## src/rtl/atm_session_ctrl.sv

```systemverilog
// atm_session_ctrl: session FSM that drives the cardhandling database block.
// Optional CARD_LOCK_MEM_EN keeps locked-out cards refused until reset.
module atm_session_ctrl #(
    parameter int card_width     = 3,
    parameter int password_width = 4,
    parameter int balance_width  = 20,
    parameter int users_num      = 7,
    parameter int max_attempts   = 3,
    parameter int timeout_cycles = 1000
) (
    input  logic                      clk,
    input  logic                      rst,
    input  logic                      card_inserted,
    input  logic [card_width-1:0]     card_in,
    input  logic                      psw_valid,
    input  logic [password_width-1:0] psw_in,
    input  logic                      op_valid,
    input  logic [1:0]                op_sel,
    input  logic [balance_width-1:0]  amount,
    input  logic [balance_width-1:0]  balance,
    input  logic                      wrong_psw,
    output logic [card_width-1:0]     card_number,
    output logic [password_width-1:0] password_input,
    output logic                      op_done,
    output logic [balance_width-1:0]  updated_balance,
    output logic [balance_width-1:0]  balance_out,
    output logic                      txn_ok,
    output logic                      insufficient,
    output logic                      overflow,
    output logic                      invalid_card,
    output logic                      locked,
    output logic                      eject_card,
    output logic                      busy
);

    localparam int TW = $clog2(timeout_cycles + 1);
    localparam int AW = $clog2(max_attempts + 1);

    typedef enum logic [2:0] {
        S_IDLE,
        S_WAIT_PSW,
        S_CHECK,
        S_EVAL,
        S_MENU,
        S_WRITE
    } state_t;

    state_t state, state_d;

    logic [TW-1:0]             timer, timer_d;
    logic [AW-1:0]             attempts, attempts_d;
    logic [balance_width-1:0]  bal_reg, bal_d;
    logic [card_width-1:0]     card_d;
    logic [password_width-1:0] psw_d;
    logic [balance_width-1:0]  upd_d, bal_out_d;
    logic                      op_done_d, txn_d, insuf_d, ovf_d;
    logic                      inv_d, locked_d, eject_d;
    logic                      lock_set;
    logic                      card_ok, card_locked, timeout;
    logic [balance_width:0]    dep_sum;
    logic [balance_width-1:0]  wd_val;

    assign card_ok = 32'(card_in) < 32'(users_num);
    assign timeout = timer == TW'(timeout_cycles - 1);
    assign dep_sum = {1'b0, bal_reg} + {1'b0, amount};
    assign wd_val  = bal_reg - amount;
    assign busy    = state != S_IDLE;

`ifdef CARD_LOCK_MEM_EN
    logic [users_num-1:0] lock_mem;

    assign card_locked = card_ok && lock_mem[card_in];

    always_ff @(posedge clk) begin
        if (rst) begin
            lock_mem <= '0;
        end else if (lock_set) begin
            lock_mem[card_number] <= 1'b1;
        end
    end
`else
    assign card_locked = 1'b0;
`endif

    always_comb begin
        state_d    = state;
        timer_d    = '0;
        attempts_d = attempts;
        bal_d      = bal_reg;
        card_d     = card_number;
        psw_d      = password_input;
        upd_d      = updated_balance;
        bal_out_d  = balance_out;
        op_done_d  = 1'b0;
        txn_d      = 1'b0;
        insuf_d    = 1'b0;
        ovf_d      = 1'b0;
        inv_d      = 1'b0;
        locked_d   = 1'b0;
        eject_d    = 1'b0;
        lock_set   = 1'b0;
        unique case (state)
            S_IDLE: begin
                if (card_inserted) begin
                    card_d = card_in;
                    if (!card_ok) begin
                        inv_d   = 1'b1;
                        eject_d = 1'b1;
                    end else if (card_locked) begin
                        locked_d = 1'b1;
                        eject_d  = 1'b1;
                    end else begin
                        attempts_d = '0;
                        state_d    = S_WAIT_PSW;
                    end
                end
            end
            S_WAIT_PSW: begin
                // a PIN arriving on the timeout cycle still counts
                if (psw_valid) begin
                    psw_d   = psw_in;
                    state_d = S_CHECK;
                end else if (timeout) begin
                    eject_d = 1'b1;
                    state_d = S_IDLE;
                end else begin
                    timer_d = timer + TW'(1);
                end
            end
            S_CHECK: begin
                state_d = S_EVAL;
            end
            S_EVAL: begin
                if (wrong_psw) begin
                    attempts_d = attempts + AW'(1);
                    if (attempts_d == AW'(max_attempts)) begin
                        locked_d   = 1'b1;
                        eject_d    = 1'b1;
                        lock_set   = 1'b1;
                        attempts_d = '0;
                        state_d    = S_IDLE;
                    end else begin
                        state_d = S_WAIT_PSW;
                    end
                end else begin
                    bal_d      = balance;
                    attempts_d = '0;
                    state_d    = S_MENU;
                end
            end
            S_MENU: begin
                if (op_valid) begin
                    unique case (op_sel)
                        2'd0: begin
                            bal_out_d = bal_reg;
                            txn_d     = 1'b1;
                        end
                        2'd1: begin
                            if (amount > bal_reg) begin
                                insuf_d = 1'b1;
                            end else begin
                                upd_d     = wd_val;
                                op_done_d = 1'b1;
                                state_d   = S_WRITE;
                            end
                        end
                        2'd2: begin
                            if (dep_sum[balance_width]) begin
                                ovf_d = 1'b1;
                            end else begin
                                upd_d     = dep_sum[balance_width-1:0];
                                op_done_d = 1'b1;
                                state_d   = S_WRITE;
                            end
                        end
                        2'd3: begin
                            eject_d = 1'b1;
                            state_d = S_IDLE;
                        end
                    endcase
                end else if (timeout) begin
                    eject_d = 1'b1;
                    state_d = S_IDLE;
                end else begin
                    timer_d = timer + TW'(1);
                end
            end
            S_WRITE: begin
                // op_done is high during this state; commit afterwards
                bal_d     = updated_balance;
                bal_out_d = updated_balance;
                txn_d     = 1'b1;
                state_d   = S_MENU;
            end
            default: begin
                state_d = S_IDLE;
            end
        endcase
    end

    always_ff @(posedge clk) begin
        if (rst) begin
            state           <= S_IDLE;
            timer           <= '0;
            attempts        <= '0;
            bal_reg         <= '0;
            card_number     <= '0;
            password_input  <= '0;
            updated_balance <= '0;
            balance_out     <= '0;
            op_done         <= 1'b0;
            txn_ok          <= 1'b0;
            insufficient    <= 1'b0;
            overflow        <= 1'b0;
            invalid_card    <= 1'b0;
            locked          <= 1'b0;
            eject_card      <= 1'b0;
        end else begin
            state           <= state_d;
            timer           <= timer_d;
            attempts        <= attempts_d;
            bal_reg         <= bal_d;
            card_number     <= card_d;
            password_input  <= psw_d;
            updated_balance <= upd_d;
            balance_out     <= bal_out_d;
            op_done         <= op_done_d;
            txn_ok          <= txn_d;
            insufficient    <= insuf_d;
            overflow        <= ovf_d;
            invalid_card    <= inv_d;
            locked          <= locked_d;
            eject_card      <= eject_d;
        end
    end

endmodule

```

## config.mk

```make
export PLATFORM = sky130hd
export DESIGN_NAME = atm_session_ctrl
export DESIGN_NICKNAME = d
export VERILOG_FILES = /design/src/rtl/atm_session_ctrl.sv
export SDC_FILE = /design/constraint.sdc
export NUM_CORES = 1
export LEC_CHECK = 0
export ABC_AREA = 1
export BUFFER_PORTS_ARGS = -buffer_cell sky130_fd_sc_hd__buf_4
export CELL_PAD_IN_SITES_DETAIL_PLACEMENT = 1
export CELL_PAD_IN_SITES_GLOBAL_PLACEMENT = 1
export CORE_AREA = 2 2 127 129
export CTS_CLUSTER_SIZE = 14
export DETAILED_ROUTE_END_ITERATION = 16
export DIE_AREA = 0 0 129 131
export GPL_ROUTABILITY_DRIVEN = 0
export HOLD_SLACK_MARGIN = 0.03
export MAX_ROUTING_LAYER = met4
export PLACE_DENSITY = 0.85
export SETUP_SLACK_MARGIN = 0.2
export SLEW_MARGIN = 10
export SYNTH_ARGS = -nofsm -noshare
export SYNTH_HDL_FRONTEND = slang
export SYNTH_SLANG_ARGS = --single-unit
```

## constraint.sdc

```tcl
create_clock -name clk -period 4.3 [get_ports clk]
set_input_delay 0.86 -clock clk [delete_from_list [all_inputs] [get_ports clk]]
set_output_delay 0.86 -clock clk [all_outputs]
set_load 0.02 [all_outputs]
```

==> results of run 1 <==
## Yosys cell counts, types with 5 or more instances
library cell	n
inv_1	133
clkbuf_1	14
nor2_1	157
nand3_1	86
nor3_1	14
and2_1	5
a21oi_1	42
o21bai_1	6
buf_2	17
a311oi_1	16
o21ai_0	21
xor2_1	8
nand4_1	13
a31oi_1	20
buf_4	9
dfxtp_1	89
nand2_2	6
nand2_1	318
ha_1	45
inv_2	6
a211oi_1	5
## logic make-up (layout without fill, tap and decap cells)
logic type	after synthesis	in the layout	synth area share [%]
compound gates	118	118	11.1
xor+xnor	9	9	1.20
fa+ha+maj	47	47	9.18
buf+inv	185	272	11.8
flops	89	89	27.1
simple gates	615	615	39.7
## final timing paths
kind	to	depth (start not counted)	start	slack (ps)
worst min-delay path	timer[0]	1	timer[0]	450
worst max-delay path	updated_balance[1]	14	amount[7]	1470
worst max register to register	updated_balance[1]	12	bal_reg[7]	1650
worst min register to register	timer[0]	1	timer[0]	450
## cell usage in the layout, fill, tap and decap left out, types with 8 or more instances in the layout
cell type and count:
nor2_1 157, dfxtp_1 89, xor2_1 8, clkbuf_16 9
o21ai_0 21, ha_1 45, nand4_1 13, a311oi_1 16
buf_4 114, inv_1 133, a21oi_1 42, nand3_1 86
a31oi_1 20, nor3_1 13, nand2_1 318
## area by class of cell
| type | count | area, um2 |
|---|---|---|
| Timing Repair Buffer | 114 | 856 |
| Sequential cell | 89 | 1780 |
| Inverter | 142 | 533 |
| Multi-Input combinational cell | 789 | 4020 |
| Clock buffer | 10 | 239 |
| Clock inverter | 6 | 42.5 |
| Fill cell | 2166 | 7860 |
| Tap cell | 216 | 270 |
## through the flow
step                instances  hold WS (ps)  setup WS, ps  utilization, %  cell area, um2
finish                   1366           451          1470            49.6            7740
global route             1366           472          1240            49.6            7740
CTS                      1366           455          1470            49.6            7740
detailed placement       1350           441          1100            47.8            7460
global placement         1350           431          1160            47.8            7460
floorplan                1063           418          1690               -            6570
## layer usage
layer,vias to the layer above,global-route usage (%)
li1,3536,-
met1,3315,37.9
met2,143,43.1
met3,23,3.05
met4,0,7.23
met5,-,-
## power by group through the flow
| stage | sequential (mW) | combinational [mW] | clock (mW) |
|---|---|---|---|
| floorplan | 1.01 | 0.847 | 0 |
| global placement | 1.02 | 1.19 | 0 |
| detailed placement | 1.02 | 1.22 | 0 |
| CTS | 1.00 | 1.23 | 0.770 |
| global route | 1.01 | 1.39 | 0.805 |
| finish | 1.01 | 1.23 | 0.761 |
## critical path, stage by stage
cell and delay [ps]:
buf_4 90, inv_1 30, ha_1 450, inv_1 120, a21oi_1 250, nand2_1 130
nand2_1 90, nand3_2 80, nand2_2 90, nand2_4 80, a21oi_2 490, nand3_1 170
nand2_1 100, nor2_1 50
==> summary.md, run 1 <==
| Metric | Value |
|---|---|
| Fmax | `354 MHz` |
| Clk sinks | `89` |
| CTS Buf Count | `9` |
| CTS root buf | `clkbuf_16` |
| Distinct cells, synth | `41` |
| Static Leak | `3.91 nW` |
| NumNets Final | `1247` |
| Register share of total power | `33.5%` |
| Sw frac | `42.7%` |
| Period utilization | `around 66%` |
| Async SR Flop Fraction | `0%` |
| Clock tree buffer depth | `2` |
| Hold Path Class | `reg -> reg` |
| Final hold vios | `0` |
| Resized Gates After CTS | `0` |
| Aggregate global-route resource usage | `27.5%` |
| CP max FO | `13` |
| Vias in the first global route | `~7000` |
| Initial core utilization | `a little over two fifths` |
| Kind of critical path | `in -> reg` |
| Prevailing post-synth register cell | `dfxtp_1` |
| Largest net degree at the start of global routing | `54` |
| Synth top area cells | `dfxtp_1 (27%), nand2_1 (18%), nor2_1 (9.0%)` |
| Worst-skew pair later-pin latency | `~360 ps` |
| CTS tree | `built` |
| Nature of the critical path endpoint | `flip-flop` |
| Tightest Pin Transition | `823 ps` |
| Num rows | `between 40 and 50` |
| Switching power total | `1.28 mW` |
| Grt ovf | `0` |
| Status | `finished clean` |
| Area grow syn2layout | `17.9%` |
| DRT Wirelength | `22.1 mm` |
| Syn Nets | `1165` |
| N_diodes | `0` |
| Synth Warn # | `0` |
| PortBufs | `109` |
| Syn Std Cell Area | `6570 um2` |
| Setup TNS | `0 ps` |
| Clock Pin Slew Worst Setup and Hold Paths | `60 ps` |
| Maximum vdd ir drop | `roughly 210 uV` |
| DRC violations left | `0` |
| First-pass GRT wire length | `35.3 mm` |
| Register bit total from synthesis | `approximately 90` |
| H-tree Lvls | `3` |
| Die X-Extent | `129 um` |
| Post-Syn Area per Cell | `6.18 um2` |
| Initial DRC Count | `between 400 and 500` |
| Share of layout cells above drive strength 1 | `14.0%` |
| Boundary Pins | `110` |
| Internal power | `1.72 mW` |
| Total setup buffers inserted after CTS | `0` |
| Post-Route M1 WL | `11.0 mm` |
| Maxcap violations | `0` |
| Setup-failing EPs final | `0` |
| Combinational share of power | `approximately two fifths` |
| WP data arrival | `a little over 3000 ps` |
| CTS Hold Bufs | `0` |
| Chip Height | `131 um` |
| Yosys top cell by area | `dfxtp_1` |
| Post-DP HPWL | `17.6 mm` |
| Slew headroom | `between 40% and 50%` |
| Met3 wire len | `between 800 and 900 um` |
| Number of synthesized flops with an enable pin | `0` |
| WL per Instance | `16.1 um` |
| Die Area | `16900 um2` |
| Met2 wire length | `9.86 mm` |
| Share of the synthesized area in the top cell type | `a little over a quarter` |
| Sequential area share after synthesis | `a little over a quarter` |
| Drt first pass iters | `5` |
| Antenna violations before repair | `0` |
| Worst Setup Start Kind | `primary input` |
| Antenna Violating Nets Remaining | `0` |
| Slew Viols, Final | `0` |
| Top routing layer in use | `met4` |
| Worst EP required | `4550 ps` |
| Clock power share | `25.4%` |
| Total Power | `3.00 mW` |
| Cells after Synth | `1063` |
| Worst Skew | `8.47 ps` |
| Power per cell area | `about 390 nW/um2` |
| Final min period | `2830 ps` |
| Core Area | `15600 um2` |
| RSZ-0062 raised after global routing | `false` |
| Vias/cell | `5.14` |
| Via count | `7017` |
Power figures use the tool's default switching activity.
==> inputs of run 2 (changes only) <==
--- a/config.mk
+++ b/config.mk
@@ -9,14 +9,14 @@
 export BUFFER_PORTS_ARGS = -buffer_cell sky130_fd_sc_hd__buf_4
 export CELL_PAD_IN_SITES_DETAIL_PLACEMENT = 1
 export CELL_PAD_IN_SITES_GLOBAL_PLACEMENT = 1
-export CORE_AREA = 2 2 127 129
+export CORE_AREA = 2 2 132 134
 export CTS_CLUSTER_SIZE = 14
 export DETAILED_ROUTE_END_ITERATION = 16
-export DIE_AREA = 0 0 129 131
+export DIE_AREA = 0 0 134 136
 export GPL_ROUTABILITY_DRIVEN = 0
 export HOLD_SLACK_MARGIN = 0.03
 export MAX_ROUTING_LAYER = met4
-export PLACE_DENSITY = 0.85
+export PLACE_DENSITY = 0.79
 export SETUP_SLACK_MARGIN = 0.2
 export SLEW_MARGIN = 10
 export SYNTH_ARGS = -nofsm -noshare
==> constraint.sdc (replaced) <==
create_clock -name clk -period 2.6 [get_ports clk]
set_input_delay 0.52 -clock clk [delete_from_list [all_inputs] [get_ports clk]]
set_output_delay 0.52 -clock clk [all_outputs]
set_load 0.02 [all_outputs]
==> run 2 against run 1 <==
  * Hold slack lost 13 ps
  * Critical path depth shrank 1
  * Clock skew increased by 2.0 ps
  * Register-to-register slack worse by 1400 ps
  * Sequential share of layout area fell by 1.1 points
  * Core utilization down 1.5 points
  * Non-clock buffer count up 29
  * Combinational power grew 85%
  * Via count is 4.5% higher
==> summary.md, run 2 (synthesis results as in run 1) <==
| Metric | Value |
|---|---|
| Cells after DPL | `1388` |
| DRT Wirelength | `23.9 mm` |
| N_diodes | `0` |
| H-tree Lvls | `3` |
| Num rows | `48` |
| Die X-Extent | `between 100 and 150 um` |
| Clock power share | `around 28%` |
| Via count | `7330` |
| Largest net degree at the start of global routing | `53` |
| Antenna violations before repair | `0` |
| Setup-failing EPs final | `0` |
| CTS tree | `built` |
| RSZ-0062 raised after global routing | `true` |
| Post-DP HPWL | `19.2 mm` |
| Maximum vdd ir drop | `401 uV` |
| Commonest non-fill, non-tap cell in the layout | `nand2_1` |
| DRC violations left | `0` |
| Most frequent cells in the layout | `nand2_1 (318), nor2_1 (156), buf_4 (139), inv_1 (133), dfxtp_1 (87)` |
| Total setup buffers inserted after CTS | `0` |
| Aggregate global-route resource usage | `27.4%` |
| Tightest Pin Transition | `roughly 750 ps` |
| Fillers | `2311` |
| Setup TNS | `0 ps` |
| Vias in the first global route | `between 7000 and 8000` |
| Antenna Violating Nets Remaining | `0` |
| NumNets Final | `1277` |
| Register share of total power | `around 30%` |
| CP max FO | `6` |
| Power per cell area | `671 nW/um2` |
| Clock tree buffer depth | `2` |
| Worst EP required | `~2900 ps` |
| Die Area | `between 15000 and 20000 um2` |
| Combinational share of power | `41.6%` |
| CTS Buf Count | `9` |
| Initial core utilization | `between 30% and 40%` |
| Core Area | `16900 um2` |
| Worst-skew pair later-pin latency | `360 ps` |
| Final hold vios | `0` |
| First-pass GRT wire length | `between 30 and 40 mm` |
| Drt first pass iters | `4` |
| Worst setup margin | `282 ps` |
| Static Leak | `around 4 nW` |
| Fmax | `431 MHz` |
| Vias/cell | `5.22` |
| WP data arrival | `about 2600 ps` |
| Boundary Pins | `110` |
| Nature of the critical path endpoint | `flip-flop` |
| Period utilization | `89.2%` |
| Status | `finished clean` |
| WL per Instance | `approximately 17 um` |
| Final min period | `2320 ps` |
| PortBufs | `approximately 110` |
| Grt ovf | `0` |
| Initial DRC Count | `~460` |
| Hold Path Class | `in -> reg` |
| Slew headroom | `about half` |
| Area grow syn2layout | `23.8%` |
| Maxcap violations | `0` |
| Fin cells | `1405` |
| Sw frac | `approximately two fifths` |
| Switching power total | `2.20 mW` |
| Clk sinks | `89` |
| Worst Skew | `10.4 ps` |
| DP Area | `7740 um2` |
| Chip Height | `136 um` |
| Internal power | `approximately 3.2 mW` |
| Fin area | `8130 um2` |
| CTS root buf | `clkbuf_16` |
| Clock Pin Slew Worst Setup and Hold Paths | `60 ps` |
| Share of layout cells above drive strength 1 | `17.0%` |
| Place WS | `between 70 and 80 ps` |
| Slew Viols, Final | `0` |
| Kind of critical path | `reg -> reg` |
| Worst Setup Start Kind | `flip-flop` |
run 2: cell types whose count changed in the layout (fill, tap and decap cells not counted), moves of 3 or more:
cell	delta
buf_4	+25
bufinv_16	+3
ha_1	-5
buf_12	+4
ha_2	+5
run 2: power groups by stage:
stage	sequential, mW	combinational (mW)	clock, mW
final	1.64	2.27	1.54
after global routing	1.65	2.53	1.62
after CTS	1.63	2.24	1.57
after detailed placement	1.66	2.21	0
after global placement	1.66	2.17	0
after floorplan	1.68	1.40	0
run 2: final cells by class:
cell class	count	area, um2	area share (%)
Timing Repair Buffer	143	1120	13.8
Multi-Input combinational cell	790	4050	49.9
Clock inverter	6	114	1.40
Clock buffer	10	239	2.94
Inverter	142	533	6.56
Sequential cell	89	1780	22.0
Tap cell	225	282	3.46
run 2: final timing paths:
check,from,end,slack (ps),cells past startpoint
worst max-delay path,bal_reg[0],updated_balance[14],280,13
worst min register to register,card_number[2],card_number[2],470,2
worst min-delay path,psw_in[2],password_input[2],440,3
worst max register to register,bal_reg[0],updated_balance[14],280,13
run 2: metrics by stage:
step                utilization [%]  hold WS, ps  power [mW]
floorplan                         -          418        3.08
global placement               45.8          430        3.82
detailed placement             45.8          464        3.87
CTS                            47.9          430        5.45
global route                   48.2          448        5.80
finish                         48.2          438        5.45
run 2: critical path, cell delays in order (launching register included):
cell and delay, ps:
dfxtp_2 380, inv_1 50, ha_1 210, fa_1 360, inv_1 70, nand3_1 130
nand3_2 170, nand3_2 110, nand3_2 110, nand2_2 90, nand2_4 120, nand3_2 180
nor2_1 170, nor2_1 60
run 2: timing repair:
| action | CTS | global route |
|---|---|---|
| gates resized for setup | 0 | 11 |
| setup endpoints to repair | 0 | 21 |
| hold buffers | 0 | 0 |
| endpoints found under the hold margin | 0 | 0 |
run 2: layer usage:
metal / vias to the layer above / part of all wire, % / wire, um / GRT usage [%]
met4: 0 / 1.7 / 414 / 7.57
met5: - / 0 / 0 / -
li1: 3597 / - / - / -
met1: 3536 / 48 / 11600 / 37.1
met2: 163 / 45 / 10900 / 43.3
met3: 34 / 4.4 / 1060 / 3.21
==> inputs of run 3 (changes only) <==
--- a/config.mk
+++ b/config.mk
@@ -17,6 +17,7 @@
 export HOLD_SLACK_MARGIN = 0.03
 export MAX_ROUTING_LAYER = met4
 export PLACE_DENSITY = 0.79
+export REMOVE_ABC_BUFFERS = 1
 export SETUP_SLACK_MARGIN = 0.2
 export SLEW_MARGIN = 10
 export SYNTH_ARGS = -nofsm -noshare
==> run 3 against run 2 <==
  * First-iteration DRC count is 19% lower
  * Sequential power hardly changed
  * Final cell count is 1.0% lower
  * Critical path type unchanged
  * Clock skew is 2.1 ps lower
  * Die area stayed put
  * Clock power is 16% lower
  * Routed wire length is 8.0% lower
  * Sequential share of layout area is 0.41 points higher
  * Hold slack worse by 1.9 ps
==> summary.md, run 3 (synthesis results as in run 1) <==
| Metric | Value |
|---|---|
| Clock Pin Slew Worst Setup and Hold Paths | `~70 ps` |
| Grt ovf | `0` |
| CTS Buf Count | `9` |
| Slowest stage delay, CP | `400 ps` |
| WL per Instance | `15.8 um` |
| First-pass GRT wire length | `between 30 and 40 mm` |
| Share of layout cells above drive strength 1 | `15.8%` |
| Fin area | `7970 um2` |
| Commonest non-fill, non-tap cell in the layout | `nand2_1` |
| Maxcap violations | `0` |
| Setup TNS | `0 ps` |
| Worst Hold End | `password_input[1]` |
| Die X-Extent | `134 um` |
| Top cell by count, worst path | `inv_1` |
| Worst Skew | `8.38 ps` |
| H-tree Lvls | `3` |
| R2r worst-path depth | `15` |
| Hold Path Class | `in -> reg` |
| Final min period | `between 2000 and 2500 ps` |
| Total Power | `5.09 mW` |
| Worst EP required | `2840 ps` |
| Combinational share of power | `roughly 43%` |
| CTS root buf | `clkbuf_16` |
| Kind of critical path | `reg -> reg` |
| Register area | `1780 um2` |
| Slew headroom | `46.4%` |
| Vias/cell | `5.09` |
| Drt first pass iters | `6` |
| Vias in the first global route | `7219` |
| Static Leak | `4.01 nW` |
| Register share of total power | `32.0%` |
| Worst-skew pair later-pin latency | `350 ps` |
| Switching power total | `2.09 mW` |
| Nature of the critical path endpoint | `flip-flop` |
| Clock power share | `25.4%` |
| Post-DP HPWL | `between 15 and 20 mm` |
| Fin cells | `~1400` |
| Final core occ | `47.2%` |
| Internal power | `3.01 mW` |
| Initial core utilization | `38.9%` |
| Sw frac | `between 40% and 50%` |
| Cells after DPL | `1377` |
| Crit Reg-Reg Endpoint | `updated_balance[18]` |
| Die Area | `18200 um2` |
| Beginning of the worst hold path | `psw_in[1]` |
| Via count | `7075` |
| Antenna Violating Nets Remaining | `0` |
| Initial DRC Count | `between 300 and 400` |
| PortBufs | `109` |
| Chip Height | `around 140 um` |
| Reg2reg start | `bal_reg[0]` |
| Clk sinks | `between 80 and 90` |
| Place WS | `46.8 ps` |
| Setup-failing EPs final | `0` |
| Largest net degree at the start of global routing | `53` |
| Final hold vios | `0` |
| Tightest Pin Transition | `800 ps` |
| Status | `finished clean` |
| Worst setup margin | `~290 ps` |
| Clock tree buffer depth | `2` |
| Slowest library cell on the worst path | `dfxtp_1` |
| Fmax | `433 MHz` |
| Bufs and invs on worst path | `4` |
| N_diodes | `0` |
| Worst Hold Depth | `3` |
| Total setup buffers inserted after CTS | `0` |
| Core Area | `approximately 17000 um2` |
| Area grow syn2layout | `21.3%` |
| Maximum vdd ir drop | `294 uV` |
| Hold_ws | `436 ps` |
| DRC violations left | `0` |
| CP cell instances | `inv_1 > ha_1 > fa_1 > inv_1 > nand3_1 > nor2_1 > inv_1 > nand2_1 > nand2_1 > nand3_1 > nand2_1 > inv_1 > nand3_1 > a21oi_1 > nor2_1` |
| Fillers | `2304` |
| Boundary Pins | `110` |
| CP max FO | `4` |
| CTS tree | `built` |
| DP Area | `7660 um2` |
| Period utilization | `88.7%` |
| Num rows | `48` |
| Worst Setup Start Kind | `flip-flop` |
| WP data arrival | `2550 ps` |
| Power per cell area | `approximately 640 nW/um2` |
| NumNets Final | `1265` |
| Antenna violations before repair | `0` |
| Multi-input gate area | `4050 um2` |
| DRT Wirelength | `22.0 mm` |
| RSZ-0062 raised after global routing | `true` |
| CP delay by family, top | `simple AND/OR/NAND/NOR gates` |
| Flop2flop setup slack | `290 ps` |
| Most frequent cells in the layout | `nand2_1 (318), nor2_1 (155), inv_1 (133), buf_4 (128), dfxtp_1 (89)` |
| Aggregate global-route resource usage | `25.3%` |
| Slew Viols, Final | `0` |
## run 3: area by class of cell
type,count,share of cell area (%)
Clock buffer,11,3.05
Clock inverter,3,0.534
Inverter,142,6.69
Multi-Input combinational cell,789,50.8
Sequential cell,89,22.4
Tap cell,225,3.53
Timing Repair Buffer,132,13.1
## run 3: how the worst max path moves through the flow
stage / cells after the start / to / slack, ps / startpoint
4_1_cts: 8 / balance_out[1] / 230 / state[0]
2_1_floorplan: 5 / bal_reg[15] / -20 / state[2]
3_3_place_gp: 15 / updated_balance[6] / 100 / amount[0]
5_1_grt: 14 / updated_balance[17] / 160 / bal_reg[0]
3_5_place_dp: 15 / updated_balance[2] / 50 / amount[0]
6_report: 15 / updated_balance[18] / 290 / bal_reg[0]
## run 3: what timing repair did
item,4_1_cts,5_1_grt
resized for setup,0,8
hold buffers,0,0
setup endpoints to repair,0,40
## run 3: power groups by stage
| stage | Clock (mW) | Combinational, mW | Sequential, mW |
|---|---|---|---|
| 2_1_floorplan | 0 | 1.32 | 1.68 |
| 3_3_place_gp | 0 | 2.10 | 1.65 |
| 3_5_place_dp | 0 | 2.14 | 1.65 |
| 4_1_cts | 1.32 | 2.15 | 1.63 |
| 5_1_grt | 1.38 | 2.43 | 1.64 |
| 6_report | 1.30 | 2.17 | 1.63 |
## run 3: routing by layer
| metal | share of wire, % | vias up | global-route usage [%] |
|---|---|---|---|
| met1 | 48 | 3379 | 33.3 |
| met5 | 0 | - | - |
| met3 | 3.4 | 23 | 3.47 |
| met4 | 1.3 | 0 | 5.91 |
| met2 | 47 | 111 | 41.5 |
| li1 | - | 3562 | - |
## run 3: worst reg2reg max path, cell delays in order (launching register included)
cell and delay, ps:
dfxtp_1 400, inv_1 60, ha_1 220, fa_1 380
inv_1 90, nand3_1 110, nor2_1 170, inv_1 60
nand2_1 90, nand2_1 120, nand3_1 120, nand2_1 70
inv_1 70, nand3_1 70, a21oi_1 150, nor2_1 50
